==> src/rtl/video_timing_generator.sv <==
// Video timing generator: h/v sync, display enable, active coordinates and
// line/frame start strobes from a single pixel clock with a clock enable.
// Every output is derived from the next position and registered with it, so
// all outputs describe the same pixel in the same cycle.
// Optional feature: define VTC_FRAME_COUNT_EN to add a 16-bit frame counter.
module video_timing_generator #(
   parameter int unsigned CW       = 12,
   parameter int unsigned H_ACTIVE = 800,
   parameter int unsigned H_FP     = 40,
   parameter int unsigned H_SYNC   = 128,
   parameter int unsigned H_BP     = 88,
   parameter int unsigned V_ACTIVE = 600,
   parameter int unsigned V_FP     = 1,
   parameter int unsigned V_SYNC   = 4,
   parameter int unsigned V_BP     = 23,
   parameter logic        H_POL    = 1'b1,
   parameter logic        V_POL    = 1'b1
) (
   input  logic          pixel_clk,
   input  logic          reset_n,
   input  logic          ce,
   output logic          h_sync,
   output logic          v_sync,
   output logic          de,
   output logic [CW-1:0] h_pos,
   output logic [CW-1:0] v_pos,
   output logic [CW-1:0] x,
   output logic [CW-1:0] y,
   output logic          line_start,
`ifdef VTC_FRAME_COUNT_EN
   output logic [15:0]   frame_cnt,
`endif
   output logic          frame_start
);

   localparam int unsigned HTotal = H_ACTIVE + H_FP + H_SYNC + H_BP;
   localparam int unsigned VTotal = V_ACTIVE + V_FP + V_SYNC + V_BP;

   localparam logic [CW-1:0] HLast      = CW'(HTotal - 1);
   localparam logic [CW-1:0] VLast      = CW'(VTotal - 1);
   localparam logic [CW-1:0] HAct       = CW'(H_ACTIVE);
   localparam logic [CW-1:0] VAct       = CW'(V_ACTIVE);
   localparam logic [CW-1:0] HSyncStart = CW'(H_ACTIVE + H_FP);
   localparam logic [CW-1:0] HSyncEnd   = CW'(H_ACTIVE + H_FP + H_SYNC);
   localparam logic [CW-1:0] VSyncStart = CW'(V_ACTIVE + V_FP);
   localparam logic [CW-1:0] VSyncEnd   = CW'(V_ACTIVE + V_FP + V_SYNC);
   localparam logic [CW-1:0] One        = CW'(1);

   logic [CW-1:0] h_q, h_d, v_q, v_d, x_q, x_d, y_q, y_d;
   logic          hs_q, hs_d, vs_q, vs_d, de_q, de_d, ls_q, ls_d, fs_q, fs_d;
   logic [CW-1:0] h_nxt, v_nxt;
   logic          de_nxt;

   // Position after one pixel advance (used only when ce is high).
   always_comb begin
      h_nxt = h_q + One;
      v_nxt = v_q;
      if (h_q == HLast) begin
         h_nxt = '0;
         v_nxt = (v_q == VLast) ? '0 : (v_q + One);
      end
   end

   // Next-state: hold everything on ce=0 except the strobes, which clear.
   always_comb begin
      h_d    = h_q;
      v_d    = v_q;
      hs_d   = hs_q;
      vs_d   = vs_q;
      de_d   = de_q;
      x_d    = x_q;
      y_d    = y_q;
      ls_d   = 1'b0;
      fs_d   = 1'b0;
      de_nxt = (h_nxt < HAct) && (v_nxt < VAct);
      if (ce) begin
         h_d  = h_nxt;
         v_d  = v_nxt;
         hs_d = ((h_nxt >= HSyncStart) && (h_nxt < HSyncEnd)) ? H_POL : ~H_POL;
         // v_nxt only moves when h wraps, so v_sync only changes at h_pos==0.
         vs_d = ((v_nxt >= VSyncStart) && (v_nxt < VSyncEnd)) ? V_POL : ~V_POL;
         de_d = de_nxt;
         x_d  = de_nxt ? h_nxt : '0;
         y_d  = (v_nxt < VAct) ? v_nxt : '0;
         ls_d = (h_nxt == '0);
         fs_d = (h_nxt == '0) && (v_nxt == '0);
      end
   end

   // Timing state; reset parks on the last pixel so the first advance is (0,0).
   always_ff @(posedge pixel_clk or negedge reset_n) begin
      if (!reset_n) begin
         h_q  <= HLast;
         v_q  <= VLast;
         hs_q <= ~H_POL;
         vs_q <= ~V_POL;
         de_q <= 1'b0;
         x_q  <= '0;
         y_q  <= '0;
         ls_q <= 1'b0;
         fs_q <= 1'b0;
      end else begin
         h_q  <= h_d;
         v_q  <= v_d;
         hs_q <= hs_d;
         vs_q <= vs_d;
         de_q <= de_d;
         x_q  <= x_d;
         y_q  <= y_d;
         ls_q <= ls_d;
         fs_q <= fs_d;
      end
   end

`ifdef VTC_FRAME_COUNT_EN
   logic [15:0] frame_cnt_q, frame_cnt_d;

   // Count frames in the same edge that raises frame_start.
   always_comb begin
      frame_cnt_d = frame_cnt_q;
      if (fs_d) frame_cnt_d = frame_cnt_q + 16'd1;
   end

   // Frame counter register.
   always_ff @(posedge pixel_clk or negedge reset_n) begin
      if (!reset_n) frame_cnt_q <= 16'd0;
      else          frame_cnt_q <= frame_cnt_d;
   end

   assign frame_cnt = frame_cnt_q;
`endif

   assign h_pos       = h_q;
   assign v_pos       = v_q;
   assign h_sync      = hs_q;
   assign v_sync      = vs_q;
   assign de          = de_q;
   assign x           = x_q;
   assign y           = y_q;
   assign line_start  = ls_q;
   assign frame_start = fs_q;

endmodule

==> config.mk <==
export PLATFORM = sky130hd
export DESIGN_NAME = video_timing_generator
export DESIGN_NICKNAME = d
export VERILOG_FILES = /design/src/rtl/video_timing_generator.sv
export SDC_FILE = /design/constraint.sdc
export NUM_CORES = 1
export LEC_CHECK = 0
export ABC_AREA = 1
export CORE_ASPECT_RATIO = 2
export CORE_UTILIZATION = 30
export CTS_BUF_LIST = sky130_fd_sc_hd__clkbuf_4 sky130_fd_sc_hd__clkbuf_8 sky130_fd_sc_hd__clkbuf_16
export DETAILED_ROUTE_END_ITERATION = 6
export MAX_ROUTING_LAYER = met4
export PLACE_DENSITY = 0.62
export SLEW_MARGIN = 20
export SYNTH_ARGS = -nofsm -noshare
export SYNTH_HDL_FRONTEND = slang
export SYNTH_SLANG_ARGS = --single-unit
==> constraint.sdc <==
create_clock -name pixel_clk -period 6.1 [get_ports pixel_clk]
set_input_delay 1.83 -clock pixel_clk [delete_from_list [all_inputs] [get_ports pixel_clk]]
set_output_delay 1.83 -clock pixel_clk [all_outputs]
set_load 0.005 [all_outputs]
==> results.md <==
- Status: finished clean
- Antenna cells: 0
- Min-delay worst type: reg2reg
- RD Place Congestion: ~0.9
- Largest net degree at the start of global routing: 54
- # fillers: roughly 1,000
- TritonCTS Buffers: 5
- Clock transition at the registers of the reported paths: around 70 ps
- Clk_lat worst skew: a little under 300 ps
- Slew Limit Fails: 0
- Post_cts resized: 0
- Post-synthesis cell area: 3110 µm²
- Slew HR: a little over half
- CTS Hold Bufs: 0
- Postcts setup bufs: 0
- Post-route cell area: a little under 4000 µm²
- Top cells by area, synth: dfrtp_1 33%, nand2_1 12%, dfstp_2 10%
- IO buf count: 55
- Post-synthesis sequential area ratio: around 43%
- Antenna violations before repair: 0
- First-pass GRT wire length: around 14 mm
- Max-cap viol count: 0
- Drc violations: 0
- Initial core utilization: approximately 30%
- Fmax: 0.304 GHz
- Synth Net Count: 401
- Hold violation total from the final report: 0
- Synthesis Warnings: 0
- CTS tree: yes
- Crit-path max FO: 44
- Most used flip-flop cell after synthesis: dfrtp_1
- Overall Global Routing Usage: roughly 18%
- Chip width: approximately 74 µm
- Number of synthesized flops with an enable pin: 0
- CP Launch Type: input port
- Overflow after GRT: 0
- Worst Path Arrival: about 3500 ps
- Power density cells: ~310 nW/µm²
- Die ar.: around 11,000 µm²
- Total Wirelength: slightly below 9 mm
- Largest area contributor in the netlist: dfrtp_1
- # IOs: 56
- Drt wl/cell: roughly 15 µm
- 1st-iter DRT viols: roughly 110
- Seq cells post-synth: 53
- Final worst path period need: approximately 3300 ps
- Syn Inst Count: about 400
- Post-DP HPWL: between 6 and 7 mm
- Area added between synthesis and finish: 26.1%
- Vias in the first global route: between 2,000 and 3,000
- Syn avg cell area: just under 8 µm²
- Layout Nets: ~450
- Post-route setup TNS: 0 ps
- Most frequent cell after synthesis: nand2_1
- Yosys cell types: 33
- Die Span Y: 146 µm
- Critical path capture point type: register
- CTS Root Cell: clkbuf_16
- Vias: about 2,800
- Drt pass-1 iters: 4
- Async S/R FF share, synth: 100%
- RSZ-0062 raised after global routing: false
- Core region area: 10,100 µm²
- Critical path data required time: ~6300 ps
- WS Path Type: in2reg
- Antenna viol nets, final: 0
- Maximum clock insertion buffer count: 2
- Max IR drop VDD: approximately 180 µV
- Clock sink total: 53
- Worst-Margin Slew: between 700 and 800 ps
- Row Count: 52
- Vias per inst: 4.78
- Synth top cells by count: 100 x nand2_1, 46 x inv_1, 41 x dfrtp_1
- Top-area cell type share of the netlist area: around a third
- Final setup violation count: 0
- Final Cycle Share: between 50% and 60%
- Leakage power: around 1.8 nW
- Layout cell share with drive strength beyond 1: 14.9%
- Placed inst area: 3780 µm²
- Skew final: 3.31 ps
- H-tree Lvls: 2
-- critical path: stages --
cell and delay (ps):
clkdlybuf4s50_1 460, buf_4 350, inv_2 390, a21oi_1 240
nand2_1 70, o21ai_0 150
-- metrics by stage --
stage | worst slack (ps) | hold slack (ps) | util, % | instances | total power [mW]
6_report | 2810 | 489 | 38.9 | 585 | 1.24
5_1_grt | 2690 | 516 | 38.9 | 585 | 1.32
4_1_cts | 1970 | 493 | 38.9 | 585 | 1.25
3_5_place_dp | 1670 | 466 | 37.5 | 577 | 0.958
3_3_place_gp | 1740 | 470 | 37.5 | 577 | 0.956
2_1_floorplan | 3230 | 473 | - | 396 | 0.748
-- placed cells by master (no fill, tap or decap), types with 2 or more instances in the layout --
master | Yosys | layout
a21oi_1 | 2 | 2
o21ai_0 | 23 | 23
clkbuf_16 | 0 | 5
nor3_1 | 8 | 8
nand4_1 | 18 | 18
nor3_2 | 2 | 2
nand3_1 | 28 | 28
dfrtp_1 | 41 | 41
buf_4 | 0 | 2
o21bai_1 | 10 | 10
nand3b_1 | 2 | 2
ha_1 | 2 | 2
xor2_1 | 8 | 8
o21ai_2 | 10 | 10
nor2_2 | 6 | 6
inv_2 | 2 | 3
nand2_4 | 3 | 3
nor2_8 | 3 | 3
nand2_1 | 100 | 100
clkdlybuf4s50_1 | 0 | 54
nor2_1 | 36 | 36
inv_1 | 46 | 46
dfstp_2 | 12 | 12
nand3_2 | 5 | 5
nand2_2 | 9 | 9
-- layer usage --
metal  track usage [%]  share of wire [%]  vias up
li1                  -                  -     1392
met1              17.6                 35     1318
met2              32.2                 57       62
met3              2.28                2.9       24
met4              10.1                5.0        0
met5                 -                  0        -
-- sequential cells by signal, indices dropped and copies added, names as in the netlist --
register and count:
de 1, frame_start 1, h_pos 12, h_sync 1
line_start 1, v_pos 12, v_sync 1, x 12
y 12
-- cell type report --
cell class	instances	area (µm²)	area share, %
tap	135	169	4.30
clock buffer	6	133	3.38
clock inverter	2	13.8	0.351
inverter	50	188	4.78
timing repair buffer	57	561	14.3
sequential	53	1340	34.2
multi-input combinational	282	1520	38.8
-- cell families (layout without fill, tap and decap cells) --
logic type | after synthesis | in the layout | share of synthesized area [%]
and+or+nand+nor | 223 | 223 | 35.4
buffers and inverters | 61 | 115 | 8.08
adders and majority gates | 2 | 2 | 0.803
DFF | 53 | 53 | 43.1
xor gates and xnor gates | 8 | 8 | 2.25
AOI/OAI and AO/OA | 49 | 49 | 10.4
-- path summary, 6_finish.rpt --
kind                       startpoint       end  slack, ps  depth (start not counted)
min reg2reg                      x[6]      x[6]        490                          2
max in group asynchronous     reset_n  h_pos[9]       4000                          2
max                                ce    h_sync       2810                          6
min                              x[6]      x[6]        490                          2
max reg2reg                  h_pos[0]      y[9]       3360                         12
min in group asynchronous     reset_n      y[6]       1660                          2
-- report_power, final --
part	total (mW)	switching [mW]	internal, mW
registers	0.511	0.0767	0.434
clock network	0.286	0.128	0.158
logic	0.440	0.237	0.202
No activity file was read; power rests on OpenSTA's default activity.
